===== src/rtl/pipe_ctrl_pkg.sv =====
// Shared encodings for the pipeline sequencer: stall vectors, the ERET code and FSM states.
package pipe_ctrl_pkg;

  localparam logic [5:0]  STALL_NONE = 6'b000000;
  localparam logic [5:0]  STALL_IF   = 6'b000011;
  localparam logic [5:0]  STALL_ID   = 6'b000111;
  localparam logic [5:0]  STALL_EX   = 6'b001111;
  localparam logic [5:0]  STALL_MEM  = 6'b011111;

  localparam logic [31:0] EXC_ERET   = 32'h0000_000e;
  localparam logic [31:0] ZERO_WORD  = 32'h0000_0000;

  typedef enum logic {
    ST_RUN    = 1'b0,
    ST_REFILL = 1'b1
  } state_t;

endpackage


===== src/rtl/pipe_ctrl_sat_counter.sv =====
// Saturating up-counter with synchronous reset and clear; holds at all-ones.
module sat_counter #(
  parameter int unsigned W = 32
) (
  input  logic         clk,
  input  logic         rst,
  input  logic         inc,
  input  logic         clr,
  output logic [W-1:0] count
);

  always_ff @(posedge clk) begin
    if (rst) begin
      count <= '0;
    end else if (clr) begin
      count <= '0;
    end else if (inc && (count != '1)) begin
      count <= count + 1'b1;
    end
  end

endmodule


===== src/rtl/pipe_ctrl.sv =====
// Pipeline sequencer: merges stage stall requests, drives flush/redirect on exceptions,
// masks IF/ID stalls during refill, and keeps a stall-cycle counter and sticky watchdog.
module pipe_ctrl
  import pipe_ctrl_pkg::*;
#(
  parameter logic [31:0] EXC_VECTOR    = 32'h0000_0020,
  parameter int unsigned REFILL_CYCLES = 2,
  parameter int unsigned WDOG_LIMIT    = 1024
) (
  input  logic        clk,
  input  logic        rst,
  input  logic        stallreq_from_if,
  input  logic        stallreq_from_id,
  input  logic        stallreq_from_ex,
  input  logic        stallreq_from_mem,
  input  logic [31:0] excepttype_i,
  input  logic [31:0] cp0_epc_i,
  output logic [5:0]  stall,
  output logic        flush,
  output logic [31:0] new_pc,
  output logic [31:0] stall_cycles_o,
  output logic        stall_timeout_o
);

  localparam int unsigned WD_W        = $clog2(WDOG_LIMIT + 1);
  localparam logic [3:0]  REFILL_INIT = 4'(REFILL_CYCLES);
  localparam logic [WD_W-1:0] WD_LAST = WD_W'(WDOG_LIMIT - 1);

  state_t      state_q, state_d;
  logic [3:0]  refill_q, refill_d;
  logic        stalled;
  logic [WD_W-1:0] wd_count;

  always_ff @(posedge clk) begin
    if (rst) begin
      state_q  <= ST_RUN;
      refill_q <= '0;
    end else begin
      state_q  <= state_d;
      refill_q <= refill_d;
    end
  end

  always_comb begin
    stall    = STALL_NONE;
    flush    = 1'b0;
    new_pc   = ZERO_WORD;
    state_d  = state_q;
    refill_d = refill_q;
    if (!rst) begin
      if (excepttype_i != '0) begin
        flush    = 1'b1;
        new_pc   = (excepttype_i == EXC_ERET) ? cp0_epc_i : EXC_VECTOR;
        state_d  = ST_REFILL;
        refill_d = REFILL_INIT;
      end else begin
        // IF/ID requests during refill are stale leftovers from the squashed stream
        if (stallreq_from_mem) begin
          stall = STALL_MEM;
        end else if (stallreq_from_ex) begin
          stall = STALL_EX;
        end else if (stallreq_from_id && (state_q == ST_RUN)) begin
          stall = STALL_ID;
        end else if (stallreq_from_if && (state_q == ST_RUN)) begin
          stall = STALL_IF;
        end
        if (state_q == ST_REFILL) begin
          if (refill_q <= 4'd1) begin
            state_d  = ST_RUN;
            refill_d = '0;
          end else begin
            refill_d = refill_q - 4'd1;
          end
        end
      end
    end
  end

  assign stalled = (stall != STALL_NONE);

  sat_counter #(.W(32)) u_stall_cycles (
    .clk   (clk),
    .rst   (rst),
    .inc   (stalled),
    .clr   (1'b0),
    .count (stall_cycles_o)
  );

  sat_counter #(.W(WD_W)) u_wdog (
    .clk   (clk),
    .rst   (rst),
    .inc   (stalled),
    .clr   (!stalled || flush),
    .count (wd_count)
  );

  // Flag on the edge that brings the consecutive count up to the limit
  always_ff @(posedge clk) begin
    if (rst) begin
      stall_timeout_o <= 1'b0;
    end else if (stalled && (wd_count >= WD_LAST)) begin
      stall_timeout_o <= 1'b1;
    end
  end

endmodule


===== config.mk =====
export PLATFORM = sky130hd
export DESIGN_NAME = pipe_ctrl
export DESIGN_NICKNAME = d
export VERILOG_FILES = /design/src/rtl/pipe_ctrl_pkg.sv /design/src/rtl/pipe_ctrl_sat_counter.sv /design/src/rtl/pipe_ctrl.sv
export SDC_FILE = /design/constraint.sdc
export NUM_CORES = 1
export LEC_CHECK = 0
export CORE_AREA = 2 2 94 87
export CTS_BUF_LIST = sky130_fd_sc_hd__clkbuf_8 sky130_fd_sc_hd__clkbuf_16
export CTS_CLUSTER_DIAMETER = 120
export DETAILED_ROUTE_END_ITERATION = 7
export DIE_AREA = 0 0 96 89
export PLACE_DENSITY = 0.82
export REMOVE_ABC_BUFFERS = 1
export SYNTH_ARGS = -nofsm -noshare
export SYNTH_HDL_FRONTEND = slang
export SYNTH_SLANG_ARGS = --single-unit

===== constraint.sdc =====
create_clock -name clk -period 4.87 [get_ports clk]
set_input_delay 0.7305 -clock clk [delete_from_list [all_inputs] [get_ports clk]]
set_output_delay 0.7305 -clock clk [all_outputs]
set_load 0.01 [all_outputs]

# Word level (Yosys, flattened, before mapping)
# Index checks and enable logic that the tools add are counted.
# classes
muxes	17
div	0
reduce_logical	12
order_cmp	2
eq_ne	3
addsub	3
n_shift	0
bitwise_logic	1
n_mul	0
# op_table
cell	count
32-bit two-way mux	3
32-bit by 1-bit adder with 32-bit output, second input constant	1
32-bit by 4-bit equality test with 1-bit output, second input constant	1
32-bit inequality test, second input constant	1
32-bit nonzero test	1
5-bit two-way mux	3
11-bit by 1-bit adder with 11-bit output, second input constant	1
11-bit by 10-bit greater-or-equal comparator with 1-bit output, second input constant	1
11-bit inequality test, second input constant	1
4-bit two-way mux	2
2-bit two-way mux	3
6-bit nonzero test	1
1-bit logical AND	5
1-bit two-way mux	5
4-bit by 1-bit less-or-equal comparator with 1-bit output, second input constant	1
2-bit OR reduction	2
4-bit by 1-bit subtractor with 4-bit output, second input constant	1
3-bit two-way mux	1
2-bit nonzero test	1
1-bit zero test	1
1-bit logical OR	1
1-bit inverter	1
# word_totals
out_inout_bits	72
n_memories	0
latch_bits	0
romBits	0
ramBits	0
inputBits	70
register_bits	49

# Depth between registers and ports, before layout
# Gate-level depths: netlist of run 1.
# depth
ltp_word	12
mapped_depth	8
mapped_depth_nobuf	6

# Modules after synthesis
# Synthesis of run 1 repeated with hierarchy kept, for this count alone.
# unflattened
hier_cells	366
hier_area_um2	3002.9
# by_module_without_submodules
mod	seq_area_each_um2	area_each_um2	n_inst	cells_each
sat_counter at u_stall_cycles	640.6	1620.3	1	198
pipe_ctrl	120.1	755.7	1	98
sat_counter at u_wdog	220.2	626.9	1	70

# Worst setup path after synthesis of run 1
# No wires, ideal clock.
# synth_path
kind	input-to-output
start	input excepttype_i[24]
end	output stall[1]
stages	7
arrival_time_ps	2403
n_path_buf	3
path_slack_ps	1736
path_cell_list	or3_1 -> or2_1 -> or4_4 -> buf_6 -> clkbuf_1 -> inv_1 -> buf_4
# synth_between
elab_chain_cells	3
# synth_lines
item	line_no	source
from (decl)	pipe_ctrl.sv:16	input logic [31:0] excepttype_i,
32-bit nonzero test	pipe_ctrl.sv:51	if (excepttype_i != '0) begin
5-bit two-way mux	pipe_ctrl.sv:51	
5-bit two-way mux	pipe_ctrl.sv:50	if (!rst) begin
to (decl)	pipe_ctrl.sv:18	output logic [5:0] stall,
# No other way between the ends.

# Final worst setup path of run 1
# layout_path
start	input excepttype_i[16]
end	output new_pc[2]
# layout_between
elab_chain_cells	4
elab_cells_between_ends	5
cone_classes	1 x eq/ne; 3 x mux; 1 x reduce/logical
# layout_lines
item	line_no	source
32-bit by 4-bit equality test with 1-bit output	pipe_ctrl.sv:53	new_pc = (excepttype_i == EXC_ERET) ? cp0_epc_i : EXC_VECTOR;
32-bit two-way mux	pipe_ctrl.sv:53	
32-bit two-way mux *	pipe_ctrl.sv:51	
32-bit two-way mux *	pipe_ctrl.sv:50	
to (decl)	pipe_ctrl.sv:20	output logic [31:0] new_pc,
# Mark *: on every way between the ends. The rest lies on a longest branch, timed or not.

==> impl_metrics.json, run 1 <==
{
  "stdcell_count": 599,
  "routed.top_layer": "met4",
  "die_area_sq_um": 8540,
  "cts_tree": "built",
  "post-route-drc-count": 0,
  "grt.overflow.total": 0,
  "routedWlPerCell_um": 15.8,
  "die_x_um": 96,
  "rsz0062_at_grt": "false",
  "nNetsFinal": 576,
  "slew_headroom_pct": 28.0,
  "power_density_nw_per_um2": 185,
  "cts_buffer_depth": 2,
  "place_congestion": 0.851,
  "synth_top_area_cell": "dfxtp_1",
  "std_cell_rows": 30,
  "cp.required_ps": 4140,
  "crit_fanout": 31,
  "cp-end-kind": "primary output",
  "synth_ff_type": "dfxtp_1",
  "finalHoldWorstSlack_ps": 471,
  "yosys-top-cells-count": "49 x dfxtp_1, 36 x and2_1, 36 x nor2_1",
  "critical_path.max_stage_delay_ps": 540,
  "drv_slew": 0,
  "grt_pass1_vias": 3037,
  "setup_violations": 0,
  "path_class": "input port to primary output",
  "synth.area.top_cells": "dfxtp_1 33%, and2_1 7.6%, a21oi_1 5.2%",
  "worstPathArrival_ps": 3220,
  "ys_warn_count": 0,
  "antenna_found_initial": 0,
  "wl_met3_um": 456,
  "crit_path_start_kind": "input port",
  "syn_to_final_growth_pct": 52.8,
  "num_vias": 3282,
  "crit_chain": "clkdlybuf4s50_1 > nor4_1 > nand3_1 > nor4_2 > buf_4 > and2_1 > clkdlybuf4s50_1",
  "hold_viol_final": 0,
  "cts.sinks": 49,
  "io_buffers": 140,
  "met2WireLength_um": 4820,
  "hold_path_class": "flip-flop to flip-flop",
  "diodes": 0,
  "first_pass_iters": 4,
  "yosysSeqAreaShare_pct": 33.0,
  "numCtsBuffers": 5,
  "period_needed_ps": 3950,
  "clk_pin_slew_ps": 100,
  "fin_skew_ps": 13.3,
  "ys_ff_latch": 49,
  "irDropWorstVdd_v": 0.000112,
  "grt_pass1_wl_um": 14500,
  "worst_slew_pin_slew_ps": 1080,
  "postCtsSetupBuffers": 0,
  "io_pins": 142,
  "syn_area_sq_um": 2970,
  "post_cts_resized": 0,
  "die_h_um": 89,
  "min_period_over_period_pct": 81.0,
  "async_reset_ff_share_pct": 0,
  "fp.coreArea_sq_um": 7470,
  "crit_slowest_cell": "clkdlybuf4s50_1",
  "place_hpwl_um": 7230,
  "wl_met1_um": 4080,
  "synth_cells": 376,
  "postSynthAreaPerCell_sq_um": 7.91,
  "grt_max_degree": 60,
  "outcome": "finished, final reports clean",
  "power.total_mw": 0.839,
  "synth-edff-count": 0,
  "synthDistinctLibCells": 46,
  "post_drt_via_cell_ratio": 5.48,
  "p_leak_nw": 1.48,
  "ctsHtreeMaxLevel": 2,
  "cpMostUsedCell": "clkdlybuf4s50_1",
  "yosysMostFrequentCell": "dfxtp_1",
  "drt_iter0_markers": 169,
  "maxCapViolations": 0,
  "cts-root-buf": "clkbuf_8",
  "drt-total-wl_um": 9480,
  "drive_gt1_share_pct": 4.57,
  "max_freq_mhz": 253,
  "netlist.area_leader.share_pct": 33.0,
  "cts_hold_buf": 0,
  "dpl.cell_count": 591,
  "start_util_pct": 39.8,
  "clk_latency_ps": 320,
  "tns_ps": 0,
  "grt_use_total_pct": 21.2,
  "antenna_left": 0
}
-- through the flow --
step	util [%]	setup WS [ps]	area [sq um]
floorplan	-	1020	2850
global placement	59.0	1030	4410
detailed placement	59.0	952	4410
CTS	60.8	946	4540
global route	60.8	697	4540
finish	60.8	924	4540
-- cell type report --
type | instances | area (sq um)
fill | 667 | 2930
tap | 96 | 120
inverter | 8 | 30.0
timing repair buffer | 144 | 1430
multi-input combinational | 294 | 1840
clock inverter | 3 | 68.8
sequential | 49 | 981
clock buffer | 5 | 68.8
-- sequential cells by signal (all words and copies together), names as in the netlist --
register and count:
stall_timeout_o 1, state_q 1, refill_q 4, u_stall_cycles.count 32, u_wdog.count 11
-- final timing paths --
| kind | startpoint | end | slack (ps) | depth (start not counted) |
|---|---|---|---|---|
| max | excepttype_i[16] | new_pc[2] | 920 | 7 |
| min | stall_timeout_o | stall_timeout_o | 470 | 2 |
| max reg2reg | u_stall_cycles.count[17] | u_stall_cycles.count[29] | 2100 | 5 |
| min reg2reg | stall_timeout_o | stall_timeout_o | 470 | 2 |
-- per-layer routing --
layer	global-route usage, %	vias to the layer above
li1	-	1631
met1	28.4	1537
met2	35.3	101
met3	2.78	13
met4	6.88	0
met5	0	-
-- report_power, final --
part	internal, mW	leakage, nW	switching (mW)
combinational	0.0564	1.02	0.0271
sequential	0.401	0.395	0.000999
clock	0.207	0.0687	0.147
-- critical path, delay by kind of cell --
family / cells / cell delay (ps)
buffers and inverters: 3 / 1250
AND/OR/NAND/NOR: 4 / 1230
-- cells by family (layout without fill, tap and decap cells) --
group	count (synthesis)	after routing	share of synthesized area, %
compound gates	62	62	12.6
xor+xnor	8	8	2.36
fa+ha+maj	4	4	1.68
buf+inv	33	160	5.26
flops	49	49	33.0
mux	11	11	4.16
other cells	1	1	0.126
simple gates	208	208	40.9
-- cell usage in the layout, fill, tap and decap left out, types with 2 or more instances in the layout --
master and n:
clkdlybuf4s50_1 140, dfxtp_1 49, nor2_1 36, and2_1 36, a21oi_1 31, nor4_1 20, nand2_1 20, o31ai_1 19
or4_1 19, nand3_1 18, nand4_1 12, and4_1 10, inv_1 8, nor2b_1 8, mux2_1 7, nor3_1 6
or3_1 5, clkbuf_8 5, xnor2_1 4, xor2_1 4, mux2_2 4, and3_1 4, o21ai_1 4, ha_1 4
buf_4 4, nor4_2 2, nand2b_1 2, o21ai_0 2, a31oi_1 2, bufinv_16 2
Note: power is estimated with default switching activity, not from simulation.
==> run 2: changes to the inputs <==
==> constraint.sdc (replaced) <==
create_clock -name clk -period 3.9 [get_ports clk]
set_input_delay 0.585 -clock clk [delete_from_list [all_inputs] [get_ports clk]]
set_output_delay 0.585 -clock clk [all_outputs]
set_load 0.01 [all_outputs]
==> run 2 against run 1 <==
  * Count of clock-buffer cells in the layout is the same
  * Non-clock buffer count up 2
  * Combinational power increased by 25%
  * Highest routed layer unchanged
  * Largest power group unchanged
==> impl_metrics.json, run 2 (same netlist as run 1, synthesis figures left out) <==
{
  "top_regs": "u_stall_cycles.count (32), u_wdog.count (11), refill_q (4)",
  "post_cts_resized": 0,
  "slew_headroom_pct": 63.1,
  "ctsHtreeMaxLevel": 2,
  "start_util_pct": 39.8,
  "first_pass_iters": 4,
  "syn_to_final_growth_pct": 51.4,
  "p_sw_share_pct": 22.6,
  "die_area_sq_um": 8540,
  "cts_tree": "built",
  "max_freq_mhz": 276,
  "crit_path_start_kind": "input port",
  "drv_slew": 0,
  "post-route-drc-count": 0,
  "cts.sinks": 49,
  "largest_register_ffs": 32,
  "io_pins": 142,
  "antenna_left": 0,
  "power_density_nw_per_um2": 199,
  "drt-total-wl_um": 9370,
  "grt_pass1_vias": 2912,
  "rsz0062_at_grt": "false",
  "hold_viol_final": 0,
  "place_congestion": 0.817,
  "diodes": 0,
  "path_class": "input port to primary output",
  "top_register": "u_stall_cycles.count",
  "num_vias": 3240,
  "grt.overflow.total": 0,
  "final_common_cell": "clkdlybuf4s50_1",
  "p_seq_share_pct": 56.1,
  "antenna_found_initial": 0,
  "drive_gt1_share_pct": 4.75,
  "period_needed_ps": 3630,
  "numCtsBuffers": 5,
  "tns_ps": 0,
  "post_drt_via_cell_ratio": 5.39,
  "clk_latency_ps": 300,
  "outcome": "finished, final reports clean",
  "cp.required_ps": 3310,
  "layout_common_cells": "140 x clkdlybuf4s50_1, 49 x dfxtp_1, 36 x nor2_1, 36 x and2_1, 31 x a21oi_1",
  "grt_max_degree": 60,
  "crit_fanout": 31,
  "die_x_um": 96,
  "drt_iter0_markers": 156,
  "p_leak_nw": 1.47,
  "postCtsSetupBuffers": 0,
  "post_dp_cell_area_sq_um": 4420,
  "cts_hold_buf": 0,
  "fin_skew_ps": 11.0,
  "clk_pin_slew_ps": 80,
  "cts-root-buf": "clkbuf_8",
  "maxCapViolations": 0,
  "power_frac_comb_pct": 11.6,
  "power.total_mw": 0.896,
  "p_int_mw": 0.693,
  "hold_path_class": "flip-flop to flip-flop",
  "routedWlPerCell_um": 15.6,
  "worst_slew_pin_slew_ps": 554,
  "cp-end-kind": "primary output",
  "p_sw_mw": 0.202,
  "irDropWorstVdd_v": 0.000175,
  "worstPathArrival_ps": 3040,
  "die_h_um": 89,
  "setup_violations": 0,
  "stdcell_area_sq_um": 4500,
  "grt_use_total_pct": 20.3,
  "min_period_over_period_pct": 93.1,
  "dpl.cell_count": 593,
  "grt_pass1_wl_um": 13800,
  "nNetsFinal": 578,
  "p_clk_share_pct": 32.4,
  "std_cell_rows": 30,
  "io_buffers": 140,
  "cts_buffer_depth": 2,
  "place_hpwl_um": 7130,
  "fp.coreArea_sq_um": 7470,
  "stdcell_count": 601
}
run 2: cell types whose count changed in the layout (fill, tap and decap cells not counted), sizes merged:
cell / delta
buf: +2
bufinv: -2
clkinv: +2
run 2: layer usage:
metal,global-route usage (%),wire (um)
met2,32.6,4700
met3,3.46,357
met4,5.58,125
met5,0,0
met1,28.0,4180
run 2: power by group through the flow:
stage               Clock, mW  Combinational, mW  Sequential [mW]
floorplan                   0             0.0150            0.514
CTS                     0.299              0.104            0.502
global route            0.316              0.112            0.502
detailed placement          0              0.103            0.514
finish                  0.290              0.104            0.502
global placement            0              0.101            0.514
run 2: metrics by stage:
stage / util (%) / hold slack (ps) / setup slack [ps]
2_1_floorplan: - / 458 / 340
3_3_place_gp: 59.2 / 438 / 303
3_5_place_dp: 59.2 / 458 / 264
4_1_cts: 60.3 / 470 / 263
5_1_grt: 60.3 / 495 / 112
6_report: 60.3 / 468 / 270
run 2: final cells by class:
type | count | area (sq um)
inverters | 8 | 30.0
fillers | 648 | 2970
multi-input cells | 294 | 1840
clock buffers | 5 | 68.8
flip-flops and latches | 49 | 981
well taps | 96 | 120
repair buffers | 146 | 1450
clock inverters | 3 | 13.8
run 2: final timing paths:
check        slack (ps)               startpoint  cells after the start                  endpoint
min reg2reg         470          stall_timeout_o                      2           stall_timeout_o
min                 470          stall_timeout_o                      2           stall_timeout_o
max                 270         excepttype_i[18]                      7                 new_pc[7]
max reg2reg        1550  u_stall_cycles.count[0]                      6  u_stall_cycles.count[30]
run 2: critical path, stage by stage:
cell and delay (ps):
clkdlybuf4s50_1 440, nor4_1 430, nand3_1 230, nor4_2 330, buf_4 300, and2_1 180, clkdlybuf4s50_1 540
